**config.mk**
```make
export PLATFORM = sky130hd
export DESIGN_NAME = tia_hsc_ctl
export DESIGN_NICKNAME = d
export VERILOG_FILES = /design/src/rtl/tia_pkg.sv /design/src/rtl/tia_hsc_lfsr.sv /design/src/rtl/tia_hsc_ctl.sv
export SDC_FILE = /design/constraint.sdc
export NUM_CORES = 1
export LEC_CHECK = 0
export CORE_ASPECT_RATIO = 0.5
export CORE_MARGIN = 4
export CORE_UTILIZATION = 50
export DETAILED_ROUTE_END_ITERATION = 10
export GPL_ROUTABILITY_DRIVEN = 0
export GPL_TIMING_DRIVEN = 1
export PLACE_DENSITY = 0.73
export SLEW_MARGIN = 20
export SYNTH_ARGS = -nofsm -noshare
export SYNTH_HDL_FRONTEND = slang
export SYNTH_HIERARCHICAL = 1
export SYNTH_SLANG_ARGS = --single-unit
```
**constraint.sdc**
```tcl
create_clock -name clk -period 5.8 [get_ports clk]
set_input_delay 1.16 -clock clk [delete_from_list [all_inputs] [get_ports clk]]
set_output_delay 1.16 -clock clk [all_outputs]
set_load 0.01 [all_outputs]
```
**src/rtl/tia_pkg.sv**
```systemverilog
// Shared constants and helpers for the TIA horizontal sync counter.
// Holds the phase width, the 6-bit step LFSR next-state function, the LFSR
// encodings of the decode points (steps 0, 4, 8, 16, 18, 56) and the
// LFSR-to-binary-index lookup.
package tia_pkg;

  localparam int PH_W   = 2;
  localparam int LFSR_W = 6;
  localparam int STEPS  = 57;

  function automatic logic [LFSR_W-1:0] lfsr_next(input logic [LFSR_W-1:0] s);
    return {s[4:0], ~(s[5] ^ s[4])};
  endfunction

  // Encoding reached after k advances from the all-zero seed.
  function automatic logic [LFSR_W-1:0] lfsr_at(input int k);
    logic [LFSR_W-1:0] s;
    s = '0;
    for (int i = 0; i < k; i++) s = lfsr_next(s);
    return s;
  endfunction

  localparam logic [LFSR_W-1:0] L_STEP0  = lfsr_at(0);
  localparam logic [LFSR_W-1:0] L_STEP4  = lfsr_at(4);
  localparam logic [LFSR_W-1:0] L_STEP8  = lfsr_at(8);
  localparam logic [LFSR_W-1:0] L_STEP16 = lfsr_at(16);
  localparam logic [LFSR_W-1:0] L_STEP18 = lfsr_at(18);
  localparam logic [LFSR_W-1:0] L_STEP56 = lfsr_at(56);

  // Binary step index of an LFSR state; walks the 57-entry sequence.
  function automatic logic [5:0] lfsr_to_idx(input logic [LFSR_W-1:0] s);
    logic [LFSR_W-1:0] e;
    logic [5:0]        idx;
    e   = '0;
    idx = '0;
    for (int i = 0; i < STEPS; i++) begin
      if (s == e) idx = 6'(i);
      e = lfsr_next(e);
    end
    return idx;
  endfunction

endpackage

```
**src/rtl/tia_hsc_lfsr.sv**
```systemverilog
// Step-counter LFSR for the horizontal sync counter.
// Ports:
//   clk, rst_n : colour clock, asynchronous active-low reset
//   adv        : advance one step on this edge (last phase of a step)
//   clr        : synchronous return to the step-0 encoding (wins over adv)
//   q          : current LFSR state
//   wrap       : high while the state is the step-56 encoding
module tia_hsc_lfsr
  import tia_pkg::*;
(
  input  logic              clk,
  input  logic              rst_n,
  input  logic              adv,
  input  logic              clr,
  output logic [LFSR_W-1:0] q,
  output logic              wrap
);

  logic [LFSR_W-1:0] q_q;
  logic [LFSR_W-1:0] q_d;

  assign wrap = (q_q == L_STEP56);
  assign q    = q_q;

  always_comb begin
    q_d = q_q;
    if (clr) begin
      q_d = L_STEP0;
    end else if (adv) begin
      // Step 56 short-circuits back to the seed so a line is 57 steps.
      q_d = wrap ? L_STEP0 : lfsr_next(q_q);
    end
  end

  always_ff @(posedge clk or negedge rst_n) begin
    if (!rst_n) q_q <= L_STEP0;
    else        q_q <= q_d;
  end

endmodule

```
**src/rtl/tia_hsc_ctl.sv**
```systemverilog
// TIA horizontal sync counter controller.
// Generates the two-phase step clocks, the 57-step line sequence and the
// registered line flags (hblank, hsync, line_start), the CPU ready line
// (WSYNC halt) and the HMOVE extended-blank latch.
// Ports:
//   clk, rst_n            : colour clock, asynchronous active-low reset
//   wsync, rsync, hmove   : one-clk CPU write strobes
//   hphi1, hphi2          : phase enables, ph==0 and ph==2
//   hstep                 : binary step index 0..56
//   hblank, hsync, rdy    : registered line flags and CPU ready
//   hmove_latch           : HMOVE pending / extended blank
//   line_start            : one-clk pulse at step 0, phase 0
module tia_hsc_ctl
  import tia_pkg::*;
(
  input  logic       clk,
  input  logic       rst_n,
  input  logic       wsync,
  input  logic       rsync,
  input  logic       hmove,
  output logic       hphi1,
  output logic       hphi2,
  output logic [5:0] hstep,
  output logic       hblank,
  output logic       hsync,
  output logic       rdy,
  output logic       hmove_latch,
  output logic       line_start
);

  logic [PH_W-1:0]   ph_q, ph_d;
  logic              hblank_q, hblank_d;
  logic              hsync_q, hsync_d;
  logic              rdy_q, rdy_d;
  logic              hmove_latch_q, hmove_latch_d;
  logic              line_start_q, line_start_d;

  logic [LFSR_W-1:0] lfsr_q;
  logic [LFSR_W-1:0] lfsr_nx;
  logic              lfsr_wrap;
  logic              adv;
  logic              ent0, ent4, ent8, ent16, ent18;

  assign adv     = (ph_q == PH_W'(3));
  assign lfsr_nx = lfsr_next(lfsr_q);

  tia_hsc_lfsr u_lfsr (
    .clk   (clk),
    .rst_n (rst_n),
    .adv   (adv),
    .clr   (rsync),
    .q     (lfsr_q),
    .wrap  (lfsr_wrap)
  );

  // "Entering step k" = this edge advances the LFSR into the k encoding.
  assign ent0  = adv & lfsr_wrap;
  assign ent4  = adv & (lfsr_nx == L_STEP4);
  assign ent8  = adv & (lfsr_nx == L_STEP8);
  assign ent16 = adv & (lfsr_nx == L_STEP16);
  assign ent18 = adv & (lfsr_nx == L_STEP18);

  always_comb begin
    ph_d          = ph_q + PH_W'(1);
    hblank_d      = hblank_q;
    hsync_d       = hsync_q;
    rdy_d         = rdy_q;
    hmove_latch_d = hmove_latch_q;
    line_start_d  = 1'b0;
    if (rsync) begin
      // Forced line restart; behaves as an immediate entry into step 0.
      ph_d          = '0;
      hblank_d      = 1'b1;
      hsync_d       = 1'b0;
      line_start_d  = 1'b1;
      rdy_d         = 1'b1;
      hmove_latch_d = hmove;
    end else begin
      if (ent0) begin
        hblank_d      = 1'b1;
        line_start_d  = 1'b1;
        rdy_d         = 1'b1;
        hmove_latch_d = 1'b0;
      end
      // Blank end uses the latch as it stood before this edge, so a late
      // HMOVE never re-blanks a line whose blank already ended.
      if (ent16 && !hmove_latch_q) hblank_d = 1'b0;
      if (ent18 && hmove_latch_q)  hblank_d = 1'b0;
      if (ent4) hsync_d = 1'b1;
      if (ent8) hsync_d = 1'b0;
      // Strobes are applied last so they win over the line-start clear/set.
      if (wsync) rdy_d = 1'b0;
      if (hmove) hmove_latch_d = 1'b1;
    end
  end

  always_ff @(posedge clk or negedge rst_n) begin
    if (!rst_n) begin
      ph_q          <= '0;
      hblank_q      <= 1'b1;
      hsync_q       <= 1'b0;
      rdy_q         <= 1'b1;
      hmove_latch_q <= 1'b0;
      line_start_q  <= 1'b0;
    end else begin
      ph_q          <= ph_d;
      hblank_q      <= hblank_d;
      hsync_q       <= hsync_d;
      rdy_q         <= rdy_d;
      hmove_latch_q <= hmove_latch_d;
      line_start_q  <= line_start_d;
    end
  end

  assign hphi1       = (ph_q == PH_W'(0));
  assign hphi2       = (ph_q == PH_W'(2));
  assign hstep       = lfsr_to_idx(lfsr_q);
  assign hblank      = hblank_q;
  assign hsync       = hsync_q;
  assign rdy         = rdy_q;
  assign hmove_latch = hmove_latch_q;
  assign line_start  = line_start_q;

endmodule

```
==> Word-level counts from Yosys, hierarchy flattened <==
Cells that the tools add are included.
{ "totals": {"inputBits": 5, "out_inout_bits": 13, "register_bits": 13} }
{ "classes": {"muxes": 74, "n_reduce_logical": 9, "n_bitwise": 7, "n_eq_ne": 62, "add_sub_neg": 1} }
{ "ops": {"columns": ["op", "n"], "rows": [
  ["two-way mux 6 bit", 57],
  ["== test 6 bit, second input constant", 30],
  ["== test 6 x 5 -> 1 bit, second input constant", 13],
  ["== test 6 x 4 -> 1 bit, second input constant", 10],
  ["== test 6 x 3 -> 1 bit, second input constant", 4],
  ["two-way mux 1 bit", 15],
  ["== test 6 x 2 -> 1 bit, second input constant", 2],
  ["nonzero test 3 bit", 3],
  ["== test 6 x 1 -> 1 bit, second input constant", 1],
  ["AND 1 bit", 5],
  ["== test 2 bit, second input constant", 2],
  ["two-way mux 2 bit", 2],
  ["nonzero test 4 bit", 1],
  ["adder 2 x 1 -> 2 bit, second input constant", 1],
  ["logical AND 1 bit", 2],
  ["logical NOT 2 bit", 1],
  ["nonzero test 2 bit", 1],
  ["logical NOT 1 bit", 1],
  ["inverter 1 bit", 1],
  ["XOR 1 bit", 1]
]} }

==> Longest topological paths before layout <==
{ "depth": {"ltp_word": 57, "depth_mapped": 10, "depth_no_buf": 8} }

==> Cells and area by module <==
The synthesis kept the hierarchy.
{ "modules_own_cells": {"columns": ["module", "cells_per_inst", "area_per_inst_um2", "n_inst"], "rows": [
  ["tia_hsc_ctl", 231, 1649.1, 1],
  ["tia_hsc_lfsr", 26, 309.0, 1]
]} }

==> Least setup slack after synthesis <==
OpenSTA, ideal clock, no wires.
{ "synth_timing": {"path_type": "register -> output", "start": "reg u_lfsr.q_q[4] (netlist: u_lfsr/q[4])", "end": "out hstep[3]", "t_arrival_ns": 2.051, "setup_slack_ns": 2.589, "path_stages_with_launch": 10, "path_buffers": 1, "cell_sequence": "dfrtp_1 > inv_1 > ha_1 > buf_2 > mux2_2 > a32o_1 > a21oi_1 > nand2_1 > o2111a_1 > o21ai_1"} }
{ "synth_between": {"elab_chain_len": 54, "elab_cells_between_ends": 106} }
{ "synth_rtl": {"columns": ["element", "line_no", "rtl"], "rows": [
  ["from (decl)", "tia_hsc_lfsr.sv:19", "logic [LFSR_W-1:0] q_q;"],
  ["from (signal assigned)", "tia_hsc_lfsr.sv:37", "else q_q <= q_d;"],
  ["== test 6 x 4 -> 1 bit", "tia_pkg.sv:37", "if (s == e) idx = 6'(i);"],
  ["two-way mux 6 bit (52 in a row)", "tia_pkg.sv:37", null],
  ["two-way mux 6 bit *", "tia_pkg.sv:37", null],
  ["to (decl)", "tia_hsc_ctl.sv:23", "output logic [5:0] hstep,"]
]} }
Mark *: on every way between the ends. The rest lies on a longest branch, timed or not.

==> Worst setup path after layout <==
{ "layout_timing": {"start": "reg u_lfsr.q_q[0] (netlist: u_lfsr/q[0])", "end": "out hstep[3]"} }
The elaborated chain is that of the path after synthesis.

==> reports/qor.yml <==
outcome:
  status: "finished, final reports clean"
floorplanning:
  initial_core_util: 0.543
  die-width_um: 96.5
  dieArea_mm2: 0.00504
  ios: 18
  die_h_um: 52.3
  core_area_mm2: 0.00360
  rows: 15
timing:
  maxSlewViolCount: 0
  hold_viol_final: 0
  worst_slew_pin_slew_ns: 0.817
  skew_ns: 0.00135
  final.setup.tns_ns: 0
  timing.fmax_mhz: 224
  post-route-period-util: 0.770
  setup_violations: 0
  fin_crit_ns: 4.46
  slew_headroom: 0.455
  rsz0062_at_grt: "no"
min_path:
  hold_path_class: "flip-flop to flip-flop"
  holdCritStartpoint: "ph_q[0]"
  holdPathStages: 1
logic_synthesis:
  ys_async_sr_fraction: 1.00
  yosys_most_used_dff: "dfrtp_1"
  synth_area_leader_cell: "dfrtp_1"
  synthesis.nets: 270
  synth_cell_types: 70
  synth_top_area_frac: 0.141
  ys_seq_area_frac: 0.167
  synth_edf_count: 0
  yosys.cell_count.top_type: "nand2_1"
  synth-warning-count: 6
  synth.area.top_cells: "dfrtp_1, nand2_1, ha_1"
  syn_inst: 257
  synth_common_cells: "nand2_1, nor2_1, a21oi_1"
  syn_area_mm2: 0.00196
  synth_seq_cells: 13
  synth.avg_cell_area_um2: 7.62
routing:
  detail-route-antenna-nets: 0
  via_count: 2043
  drc: 0
  wl_per_cell_um: 17.6
  drt_pre_antenna_iters: 5
  drt_wl_total_um: 5410
  via_per_inst: 6.65
  drt_iter0_drc: 342
clock_tree:
  post_cts_buffers: 0
  cts_root_buffer: "clkbuf_8"
  cts_resized: 0
  htreeDepth: 1
  clock_path_buffers: 2
  clk_latency_ns: 0.24
  cts_tree: "built"
  cts-hold-fix-buffers: 0
  path_clk_slew_ns: 0.05
  numCtsBuffers: 3
  clkSinkCount: 13
worst_setup_path:
  endpoint_kind: "output pin"
  reg2reg_setup_slack_ns: 3.81
  crit_end: "hstep[3]"
  crit_type: "flip-flop to output pin"
  worstPathArrival_ns: 3.30
  rr_worst_depth: 5
  startpoint: "u_lfsr/q[0]"
  cp-start-kind: "flip-flop"
  worst_r2r_endpoint: "hmove_latch"
  rr_startpoint: "u_lfsr/q[1]"
  crit_required_ns: 4.64
  critPathMaxFanout: 23
cells_and_area:
  num_antenna_cells: 0
  area_delta_synth_final_pct: 6.90
  post-route-util: 0.581
  fin_area_mm2: 0.00209
  nets: 270
  fin_cells: 307
  drive_above_1_share: 0.0938
pwr:
  peakVddDrop_mv: 0.169
  p_per_area_mw_per_mm2: 114
  total_power_mw: 0.238
  leakage_nw: 0.820
placement:
  place_inst: 303
  dp_hpwl_um: 3730
  place_area_mm2: 0.00205
  port_buffers: 17
grt:
  antenna_found_initial: 0
  grt_util_all_layers: 0.230
  grt_max_degree: 30
  grt-ovfl-total: 0
  grt_pass1_vias: 1854
  grt_pass1_wl_um: 9120
job:
  cap_violations: 0
==> worst min-delay path by stage <==
stage	end
2_1_floorplan	ph_q[0]
3_3_place_gp	ph_q[0]
3_5_place_dp	ph_q[0]
4_1_cts	ph_q[0]
5_1_grt	ph_q[0]
6_report	ph_q[0]
==> cell usage in the layout, fill, tap and decap left out, types with 3 or more instances in the layout <==
cell type | netlist | final
o32ai_1 | 3 | 3
a2bb2oi_1 | 3 | 3
nor2b_1 | 10 | 10
a211oi_1 | 6 | 6
inv_1 | 11 | 11
a22o_1 | 4 | 4
o21ai_1 | 3 | 3
and2_4 | 3 | 3
clkbuf_8 | 0 | 3
mux2i_1 | 5 | 5
nor2_1 | 20 | 20
nor3_1 | 4 | 4
clkdlybuf4s50_1 | 0 | 17
nand2_1 | 28 | 28
nand3_1 | 6 | 6
a221oi_1 | 4 | 4
o21ai_0 | 8 | 8
a21oi_1 | 15 | 15
nand3b_1 | 6 | 6
o2bb2ai_1 | 3 | 3
o22ai_1 | 3 | 3
ha_1 | 8 | 8
dfrtp_1 | 11 | 11
o31ai_1 | 3 | 3
a31oi_1 | 8 | 8
nand2b_1 | 4 | 4
buf_4 | 2 | 4
==> report_power, final <==
group	internal, mW	switching, mW	total (mW)	leakage (nW)
Combinational	0.0261	0.0304	0.0565	0.631
Clock	0.0484	0.0299	0.0782	0.0228
Sequential	0.0954	0.00777	0.103	0.166
==> area by class of cell <==
class	instances	area, um^2
flip-flops and latches	13	328
clock buffers	4	45.0
multi-input cells	205	1410
inverters	13	51.3
fillers	364	1510
well taps	51	63.8
repair buffers	21	200
==> sequential cells by signal (all words and copies together) (netlist names) <==
signal	count
rdy	1
line_start	1
u_lfsr/q	6
hblank	1
hmove_latch	1
ph_q	2
hsync	1
==> metal layers <==
| metal | part of all wire | GRT usage | vias up |
|---|---|---|---|
| met4 | 0.016 | 0.0535 | 0 |
| li1 | - | - | 954 |
| met2 | 0.43 | 0.349 | 136 |
| met1 | 0.44 | 0.334 | 939 |
| met3 | 0.12 | 0.0430 | 14 |
| met5 | 0 | 0 | - |
==> critical path, cell delays in order (launching register included) <==
cell and delay (ns):
dfrtp_1 0.77, buf_4 0.38, xor2_2 0.30, a221oi_1 0.14, a211o_1 0.32, and2_4 0.15
a221o_1 0.33, o21ai_1 0.12, clkdlybuf4s50_1 0.54
==> through the flow <==
stage                     setup WS [ns]  hold slack (ns)
after floorplan                    2.59            0.426
after global placement             1.68            0.452
after detailed placement           1.64            0.454
after CTS                          1.38            0.461
after global routing               1.07            0.476
final                              1.34            0.459
==> logic make-up (layout without fill, tap and decap cells) <==
logic type	Yosys count	in the layout	synth area share
AO/OA/AOI/OAI	85	85	0.324
XOR/XNOR	3	3	0.0173
adder cells (fa/ha/maj)	8	8	0.0511
buffers and inverters	39	38	0.115
flip-flops	13	13	0.167
multiplexers	6	6	0.0313
AND/OR/NAND/NOR	103	103	0.294
Power figures use the tool's default switching activity.
